==> src/rtl/contador_secuenciador_if.sv <==
// Bus between the sequencing controller, the front panel / prescaler and the
// four BCD digit counters.
// Command signals (tick, start, stop, clear) are single-cycle pulses sampled on
// the rising clk edge with no back-pressure. ena_k/rst_k are combinational and
// act on the counters at that same edge.
interface contador_secuenciador_if;
  logic       tick;
  logic       start;
  logic       stop;
  logic       clear;
  logic [3:0] Qdata3;
  logic [3:0] Qdata2;
  logic [3:0] Qdata1;
  logic [3:0] Qdata0;
  logic       ena3;
  logic       ena2;
  logic       ena1;
  logic       ena0;
  logic       rst3;
  logic       rst2;
  logic       rst1;
  logic       rst0;
  logic       running;
  logic       done;
  logic       wrap;
  logic       fault;
  logic [1:0] dbg_state;

  // Environment side: drives the commands and the digit read-back
  modport master (
    output tick, start, stop, clear, Qdata3, Qdata2, Qdata1, Qdata0,
    input  ena3, ena2, ena1, ena0, rst3, rst2, rst1, rst0,
    input  running, done, wrap, fault, dbg_state
  );

  // Controller side
  modport slave (
    input  tick, start, stop, clear, Qdata3, Qdata2, Qdata1, Qdata0,
    output ena3, ena2, ena1, ena0, rst3, rst2, rst1, rst0,
    output running, done, wrap, fault, dbg_state
  );
endinterface

==> src/rtl/contador_secuenciador.sv <==
// Sequencing controller for a four-digit BCD counter chain: run control,
// per-digit enables and clears, terminal-count detection and illegal-digit
// detection. Digit 3 is the most significant.
module contador_secuenciador #(
  parameter logic [3:0] TC3       = 4'd9,
  parameter logic [3:0] TC2       = 4'd6,
  parameter logic [3:0] TC1       = 4'd7,
  parameter logic [3:0] TC0       = 4'd5,
  parameter int         AUTO_WRAP = 0
) (
  input  logic                  clk,
  input  logic                  rst,
  contador_secuenciador_if.slave bus
);

  typedef enum logic [1:0] {
    IDLE  = 2'd0,
    RUN   = 2'd1,
    PAUSE = 2'd2,
    DONE  = 2'd3
  } state_t;

  localparam logic WRAP_EN = (AUTO_WRAP != 0);

  state_t state_q, state_d;
  logic   fault_q, fault_d;
  logic   running_q, done_q;

  logic       in_run;
  logic       at_tc;
  logic       illegal;
  logic       adv;
  logic       wrap_hit;
  logic       restart;
  logic       fault_hit;
  logic       clr_all;
  logic [3:0] ena;
  logic [3:0] nine;

  assign in_run  = (state_q == RUN);
  assign at_tc   = ({bus.Qdata3, bus.Qdata2, bus.Qdata1, bus.Qdata0} ==
                    {TC3, TC2, TC1, TC0});
  assign illegal = (bus.Qdata3 > 4'd9) | (bus.Qdata2 > 4'd9) |
                   (bus.Qdata1 > 4'd9) | (bus.Qdata0 > 4'd9);
  assign nine    = {bus.Qdata3 == 4'd9, bus.Qdata2 == 4'd9,
                    bus.Qdata1 == 4'd9, bus.Qdata0 == 4'd9};

  // A tick advances the chain only in RUN, below terminal count, and only when
  // no higher-priority command (clear, stop) claims the cycle.
  assign adv       = in_run & bus.tick & ~at_tc & ~bus.clear & ~bus.stop;
  assign wrap_hit  = WRAP_EN & in_run & bus.tick & at_tc & ~bus.clear & ~bus.stop;
  assign restart   = (state_q == DONE) & bus.start & ~bus.clear & ~bus.stop;
  assign fault_hit = in_run & illegal & ~bus.clear;
  // rst is folded in so the digits see a clear the moment reset rises
  assign clr_all   = rst | bus.clear | restart | wrap_hit | fault_hit;

  // Ripple the carry: a digit counts when every lower digit is at 9
  assign ena[0] = adv;
  assign ena[1] = ena[0] & nine[0];
  assign ena[2] = ena[1] & nine[1];
  assign ena[3] = ena[2] & nine[2];

  assign bus.ena0 = ena[0];
  assign bus.ena1 = ena[1];
  assign bus.ena2 = ena[2];
  assign bus.ena3 = ena[3];

  // A digit at 9 that is enabled wraps to 0 on the same edge
  assign bus.rst0 = clr_all | (ena[0] & nine[0]);
  assign bus.rst1 = clr_all | (ena[1] & nine[1]);
  assign bus.rst2 = clr_all | (ena[2] & nine[2]);
  assign bus.rst3 = clr_all | (ena[3] & nine[3]);

  assign bus.wrap      = wrap_hit;
  assign bus.running   = running_q;
  assign bus.done      = done_q;
  assign bus.fault     = fault_q;
  assign bus.dbg_state = state_q;

  // Next-state and sticky fault, command priority clear > stop > start > tick
  always_comb begin
    state_d = state_q;
    fault_d = fault_q | fault_hit;
    if (bus.clear) begin
      state_d = IDLE;
      fault_d = 1'b0;
    end else if (bus.stop) begin
      if (state_q == RUN) state_d = PAUSE;
    end else if (bus.start && (state_q != RUN)) begin
      state_d = RUN;
    end else if (in_run && bus.tick && at_tc && !WRAP_EN) begin
      state_d = DONE;
    end
  end

  // Controller state with registered status decodes
  always_ff @(posedge clk or posedge rst) begin
    if (rst) begin
      state_q   <= IDLE;
      fault_q   <= 1'b0;
      running_q <= 1'b0;
      done_q    <= 1'b0;
    end else begin
      state_q   <= state_d;
      fault_q   <= fault_d;
      running_q <= (state_d == RUN);
      done_q    <= (state_d == DONE);
    end
  end

endmodule

==> src/flat_wrapper.sv <==
// flat-port wrapper written by rule: the top's interface ports become plain ports
module contador_secuenciador_flat 
#(
  parameter logic [3:0] TC3       = 4'd9,
  parameter logic [3:0] TC2       = 4'd6,
  parameter logic [3:0] TC1       = 4'd7,
  parameter logic [3:0] TC0       = 4'd5,
  parameter int         AUTO_WRAP = 0
)
  (clk, rst, bus_tick, bus_start, bus_stop, bus_clear, bus_Qdata3, bus_Qdata2, bus_Qdata1, bus_Qdata0, bus_ena3, bus_ena2, bus_ena1, bus_ena0, bus_rst3, bus_rst2, bus_rst1, bus_rst0, bus_running, bus_done, bus_wrap, bus_fault, bus_dbg_state);
  contador_secuenciador_if bus_i ();
  input  logic clk;
  input  logic rst;
  input wire logic [$bits(bus_i.tick)-1:0] bus_tick;
  input wire logic [$bits(bus_i.start)-1:0] bus_start;
  input wire logic [$bits(bus_i.stop)-1:0] bus_stop;
  input wire logic [$bits(bus_i.clear)-1:0] bus_clear;
  input wire logic [$bits(bus_i.Qdata3)-1:0] bus_Qdata3;
  input wire logic [$bits(bus_i.Qdata2)-1:0] bus_Qdata2;
  input wire logic [$bits(bus_i.Qdata1)-1:0] bus_Qdata1;
  input wire logic [$bits(bus_i.Qdata0)-1:0] bus_Qdata0;
  output wire logic [$bits(bus_i.ena3)-1:0] bus_ena3;
  output wire logic [$bits(bus_i.ena2)-1:0] bus_ena2;
  output wire logic [$bits(bus_i.ena1)-1:0] bus_ena1;
  output wire logic [$bits(bus_i.ena0)-1:0] bus_ena0;
  output wire logic [$bits(bus_i.rst3)-1:0] bus_rst3;
  output wire logic [$bits(bus_i.rst2)-1:0] bus_rst2;
  output wire logic [$bits(bus_i.rst1)-1:0] bus_rst1;
  output wire logic [$bits(bus_i.rst0)-1:0] bus_rst0;
  output wire logic [$bits(bus_i.running)-1:0] bus_running;
  output wire logic [$bits(bus_i.done)-1:0] bus_done;
  output wire logic [$bits(bus_i.wrap)-1:0] bus_wrap;
  output wire logic [$bits(bus_i.fault)-1:0] bus_fault;
  output wire logic [$bits(bus_i.dbg_state)-1:0] bus_dbg_state;
  assign bus_i.tick = bus_tick;
  assign bus_i.start = bus_start;
  assign bus_i.stop = bus_stop;
  assign bus_i.clear = bus_clear;
  assign bus_i.Qdata3 = bus_Qdata3;
  assign bus_i.Qdata2 = bus_Qdata2;
  assign bus_i.Qdata1 = bus_Qdata1;
  assign bus_i.Qdata0 = bus_Qdata0;
  assign bus_ena3 = bus_i.ena3;
  assign bus_ena2 = bus_i.ena2;
  assign bus_ena1 = bus_i.ena1;
  assign bus_ena0 = bus_i.ena0;
  assign bus_rst3 = bus_i.rst3;
  assign bus_rst2 = bus_i.rst2;
  assign bus_rst1 = bus_i.rst1;
  assign bus_rst0 = bus_i.rst0;
  assign bus_running = bus_i.running;
  assign bus_done = bus_i.done;
  assign bus_wrap = bus_i.wrap;
  assign bus_fault = bus_i.fault;
  assign bus_dbg_state = bus_i.dbg_state;
  contador_secuenciador #(.TC3(TC3), .TC2(TC2), .TC1(TC1), .TC0(TC0), .AUTO_WRAP(AUTO_WRAP)) u_core (.clk(clk), .rst(rst), .bus(bus_i));
endmodule
==> config.mk <==
export PLATFORM = sky130hd
export DESIGN_NAME = contador_secuenciador_flat
export DESIGN_NICKNAME = d
export VERILOG_FILES = /design/src/rtl/contador_secuenciador_if.sv /design/src/rtl/contador_secuenciador.sv /design/src/flat_wrapper.sv
export SDC_FILE = /design/constraint.sdc
export NUM_CORES = 1
export LEC_CHECK = 0
export BUFFER_PORTS_ARGS = -buffer_cell sky130_fd_sc_hd__buf_2
export CAP_MARGIN = 5
export CORE_AREA = 2 2 39 41
export CTS_CLUSTER_SIZE = 25
export DETAILED_ROUTE_END_ITERATION = 6
export DIE_AREA = 0 0 41 43
export GPL_ROUTABILITY_DRIVEN = 0
export PLACE_DENSITY = 0.7
export SETUP_SLACK_MARGIN = 0.5
export SYNTH_ARGS = -nofsm -noshare
export SYNTH_HDL_FRONTEND = slang
export SYNTH_SLANG_ARGS = --single-unit
==> constraint.sdc <==
create_clock -name clk -period 2.12 [get_ports clk]
set_clock_uncertainty 0.2 [all_clocks]
set_input_delay 0.212 -clock clk [delete_from_list [all_inputs] [get_ports clk]]
set_output_delay 0.212 -clock clk [all_outputs]
set_load 0.02 [all_outputs]
# [Yosys cells after proc, flatten, opt, wreduce, memory -nomap -nowiden]
# Cells that the tools add are included.
# W data, S select, Z words.
[op_classes] n_lt_le_gt_ge=4 n_eq_ne=10 n_mux=6 n_bitwise=27 n_reduce_logical=3
[op_table] operator="$eq A16 B16 Y1 const B" count=1
[op_table] operator="$eq A4 B4 Y1 const B" count=4
[op_table] operator="$gt A4 B4 Y1 const B" count=4
[op_table] operator="$and A1 B1 Y1" count=13
[op_table] operator="$or A1 B1 Y1" count=11
[op_table] operator="$mux W2" count=5
[op_table] operator="$eq A2 B1 Y1 const B" count=2
[op_table] operator="$eq A2 B2 Y1 const B" count=2
[op_table] operator="$logic_and A1 B1 Y1" count=3
[op_table] operator="$not A1 Y1" count=3
[op_table] operator="$ne A2 B1 Y1 const B" count=1
[op_table] operator="$mux W1" count=1
[word_totals] regBits=5 input_bits=22 wordCells=54

# [Depth between registers and ports, before layout]
[depth] word_depth=10 ltp_mapped=4

# [Worst setup path before layout]
# OpenSTA, ideal clock, no wires.
[synth_path] path_kind="flip-flop to output port" startpoint="reg u_core.state_q[1], in the netlist u_core.bus.dbg_state[1]" endpoint="out bus_rst3" arrival_ns=1.627 required_time_ns=1.708 path_slack_ns=0.081 path_stages_with_launch=5 path_cell_list="dfrtp_1 > nand4bb_4 > nor4_4 > nand4_2 > o21ai_2"
[synth_between] elab_chain_len=10
[synth_lines] element="from (decl)" line_no="contador_secuenciador.sv:25" source="state_t state_q, state_d;"
[synth_lines] element="from (signal assigned)" line_no="contador_secuenciador.sv:104" source="state_q <= state_d;"
[synth_lines] element="$eq A2 B1 Y1" line_no="contador_secuenciador.sv:40" source="assign in_run = (state_q == RUN);"
[synth_lines] element="$and A1 B1 Y1 (4 in a row)" line_no="contador_secuenciador.sv:50" source="assign adv = in_run & bus.tick & ~at_tc & ~bus.clear & ~bus.stop;"
[synth_lines] element="$and A1 B1 Y1" line_no="contador_secuenciador.sv:59" source="assign ena[1] = ena[0] & nine[0];"
[synth_lines] element="$and A1 B1 Y1" line_no="contador_secuenciador.sv:60" source="assign ena[2] = ena[1] & nine[1];"
[synth_lines] element="net bus_ena2" line_no="flat_wrapper.sv:23" source="output wire logic [$bits(bus_i.ena2)-1:0] bus_ena2;"
[synth_lines] element="$and A1 B1 Y1" line_no="contador_secuenciador.sv:61" source="assign ena[3] = ena[2] & nine[2];"
[synth_lines] element="$and A1 B1 Y1" line_no="contador_secuenciador.sv:72" source="assign bus.rst3 = clr_all | (ena[3] & nine[3]);"
[synth_lines] element="$or A1 B1 Y1" line_no="contador_secuenciador.sv:72"
[synth_lines] element="to (decl)" line_no="flat_wrapper.sv:26" source="output wire logic [$bits(bus_i.rst3)-1:0] bus_rst3;"
# The timed path passes the listed nets, and every way through them passes these cells.

# [Final worst setup path]
[layout_path] startpoint="reg u_core.state_q[1], in the netlist u_core.bus.dbg_state[1]" endpoint="out bus_rst0"
[layout_between] elab_chain_len=7
[layout_lines] element="$eq A2 B2 Y1 / $eq A2 B1 Y1 (equally long branches)" line_no="contador_secuenciador.sv:52, contador_secuenciador.sv:40"
[layout_lines] element="$and A1 B1 Y1, on equally long branches (3 in a row)" line_no="contador_secuenciador.sv:52, contador_secuenciador.sv:50"
[layout_lines] element="$or A1 B1 Y1 / $and A1 B1 Y1 (equally long branches)" line_no="contador_secuenciador.sv:55, contador_secuenciador.sv:50"
[layout_lines] element="$or A1 B1 Y1 / $and A1 B1 Y1 (equally long branches)" line_no="contador_secuenciador.sv:55, contador_secuenciador.sv:69"
[layout_lines] element="$or A1 B1 Y1 (*)" line_no="contador_secuenciador.sv:69" source="assign bus.rst0 = clr_all | (ena[0] & nine[0]);"
[layout_lines] element="to (decl)" line_no="flat_wrapper.sv:29" source="output wire logic [$bits(bus_i.rst0)-1:0] bus_rst0;"
# Mark *: on every way between the ends. The rest lies on a longest branch, timed or not.

==> metrics.md <==
| Metric | Value |
|---|---|
| Largest net degree at the start of global routing | 8 |
| Initial Util | 31.8% |
| Total power per unit cell area | 394 nW/µm² |
| CP max stage delay | 410 ps |
| DR pass1 iterations | 4 |
| Min-delay worst type | in -> reg |
| Critical path class | reg -> out |
| Detailed-route wire length per cell | 12.2 µm |
| Fin nets | 116 |
| P&R area growth vs syn | 85.2% |
| Mapped Nets | 68 |
| Final hold vios | 0 |
| Max Cap Viol | 0 |
| Worst-path fanout max | 3 |
| DRC | 0 |
| First-pass GRT wire length | 2.13 mm |
| Ratio of cells with drive above 1 in the final layout | 64.5% |
| Port buffer count | 34 |
| Post-detail-place hpwl | 965 µm |
| Vert. Die Dim | 43 µm |
| Clock tree sinks | 5 |
| Status | finished clean |
| Vias in the first global route | 514 |
| Leakage | 0.395 nW |
| Antenna violations before repair | 0 |
| Post-synth top cells | dfrtp_1, nor2_1, o21ai_0 |
| Setup WS pre-CTS | 216 ps |
| Slew Viols, Final | 0 |
| Worst skew pair latency | 230 ps |
| Final Setup Violations | 0 |
| WP data required | 1710 ps |
| DRT iter0 DRCs | 4 |
| Via count | 538 |
| Gate Count Post-Synth | 46 |
| FILL cells | 125 |
| Synth cell types | 23 |
| Final instance area | 816 µm² |
| Core Region | 1380 µm² |
| Root Driver | clkbuf_4 |
| Via density per instance | 4.94 |
| Post-synthesis sequential area ratio | 28.4% |
| Synth warn | 0 |
| Yosys top cell area share | 28.4% |
| Type of origin of the critical path | flip-flop |
| Synthesis-stage register bit count | 5 |
| Worst Setup Slack, final | 153 ps |
| Cell mode on critical path | buf_4 |
| Synth area leaders | dfrtp_1, nand4bb_1, nand4bb_4, nor4_2, o21ai_0 |
| Final setup TNS | 0 ps |
| CTS buffer count | 3 |
| Number of diodes | 0 |
| Crit path DAT | 1550 ps |
| RSZ-0062 raised after global routing | true |
| Most used DFF post-synth | dfrtp_1 |
| Global Route Usage Sum | 17.5% |
| F_max | 508 MHz |
| IO Pins | 36 |
| Post-synth top area cell | dfrtp_1 |
| H-Tree Depth | 1 |
| Synth Area per Inst | 9.57 µm² |
| VDD IR max | 0.313 mV |
| Crit path cell chain | nand4bb_4 > buf_4 > nor3_4 > nand2b_4 > buf_4 |
| GR Overflow Total | 0 |
| ANT nets after route | 0 |
| Longest Clk Path Bufs | 2 |
| Mapped cell area | 440 µm² |
| EDFF count, synth | 0 |
| Async SR Flop Fraction | 100% |
| Worst setup EP type | output port |
| CTS tree | built |
| Final min period | 1970 ps |
| Routed WL | 1.33 mm |
| Die Area | 1760 µm² |
| Placed instance area | 663 µm² |
| Fin crit share | 92.8% |
| Row cnt | 14 |
| CTS clk-pin slew, worst paths | 40 ps |
| Die X | 41 µm |
| Critical path's slowest cell | dfrtp_2 |
stage by stage:
stage	total power [mW]	util, %	hold slack, ps	cells
3_3_place_gp	0.191	47.9	-53.8	95
4_1_cts	0.323	58.7	119	109
6_report	0.321	59.0	122	109
5_1_grt	0.339	59.0	134	109
3_5_place_dp	0.193	47.9	-44.7	95
2_1_floorplan	0.152	-	-210	46
cell usage in the layout, fill, tap and decap left out, types with 3 or more instances in the layout:
cell type,instances
nor2_1,5
buf_4,12
nand4bb_1,4
dfrtp_1,3
clkbuf_4,3
buf_2,26
inv_1,4
o21ai_0,5
buf_6,5
report_power, final:
group / switching [mW] / total (mW) / internal (mW) / leakage, nW
Combinational: 0.0542 / 0.106 / 0.0523 / 0.315
Clock: 0.0408 / 0.112 / 0.0713 / 0.0150
Sequential: 0.00262 / 0.103 / 0.100 / 0.0648
Total: 0.0976 / 0.321 / 0.224 / 0.395
cell type report:
type | instances | area (µm²) | area share, %
Tap cell | 16 | 20.0 | 2.45
Timing Repair Buffer | 44 | 287 | 35.1
Multi-Input combinational cell | 36 | 340 | 41.7
Sequential cell | 5 | 128 | 15.6
Inverter | 4 | 15.0 | 1.84
Clock buffer | 4 | 26.3 | 3.22
timing repair:
action	4_1_cts	5_1_grt
hold buffers	1	0
endpoints found under the setup margin	8	11
setup buffers	9	0
pin swaps	4	0
gates resized for setup	14	1
hold endpoints to repair	5	0
cell families (layout without fill, tap and decap cells):
family,Yosys count,in the layout,share of synthesized area [%]
buffers and inverters,5,52,5.11
and+or+nand+nor,26,26,52.6
DFF,5,5,28.4
AOI/OAI and AO/OA,9,9,13.1
other,1,1,0.851
state kept, by name, indices dropped and copies added, names as in the netlist:
register              count
u_core.bus.fault          1
u_core.bus.running        1
u_core.bus.dbg_state      2
u_core.bus.done           1
critical path, delay by kind of cell, from the launching register on:
| kind | cells | cell delay [ps] |
|---|---|---|
| flip-flops | 1 | 410 |
| buffers and inverters | 2 | 300 |
| AND/OR/NAND/NOR | 3 | 600 |
worst paths after layout:
kind                                                   start                                 to  slack (ps)  depth (start not counted)
hold reg to reg                   u_core.bus.fault$_DFF_PP0_         u_core.bus.fault$_DFF_PP0_         330                          2
hold / removal                                     bus_clear  u_core.bus.dbg_state[1]$_DFF_PP0_         120                          2
setup reg to reg           u_core.bus.dbg_state[0]$_DFF_PP0_       u_core.bus.running$_DFF_PP0_         440                          6
max in group asynchronous                                rst  u_core.bus.dbg_state[0]$_DFF_PP0_        1270                          3
setup / recovery           u_core.bus.dbg_state[1]$_DFF_PP0_                           bus_rst0         150                          5
min in group asynchronous                                rst         u_core.bus.fault$_DFF_PP0_         250                          3
routing by layer:
layer	GRT usage, %	routed length (µm)
met4	6.67	15
met2	29.7	691
met3	4.19	116
met5	0	0
met1	19.9	505
(Power assumes the default switching activity.)
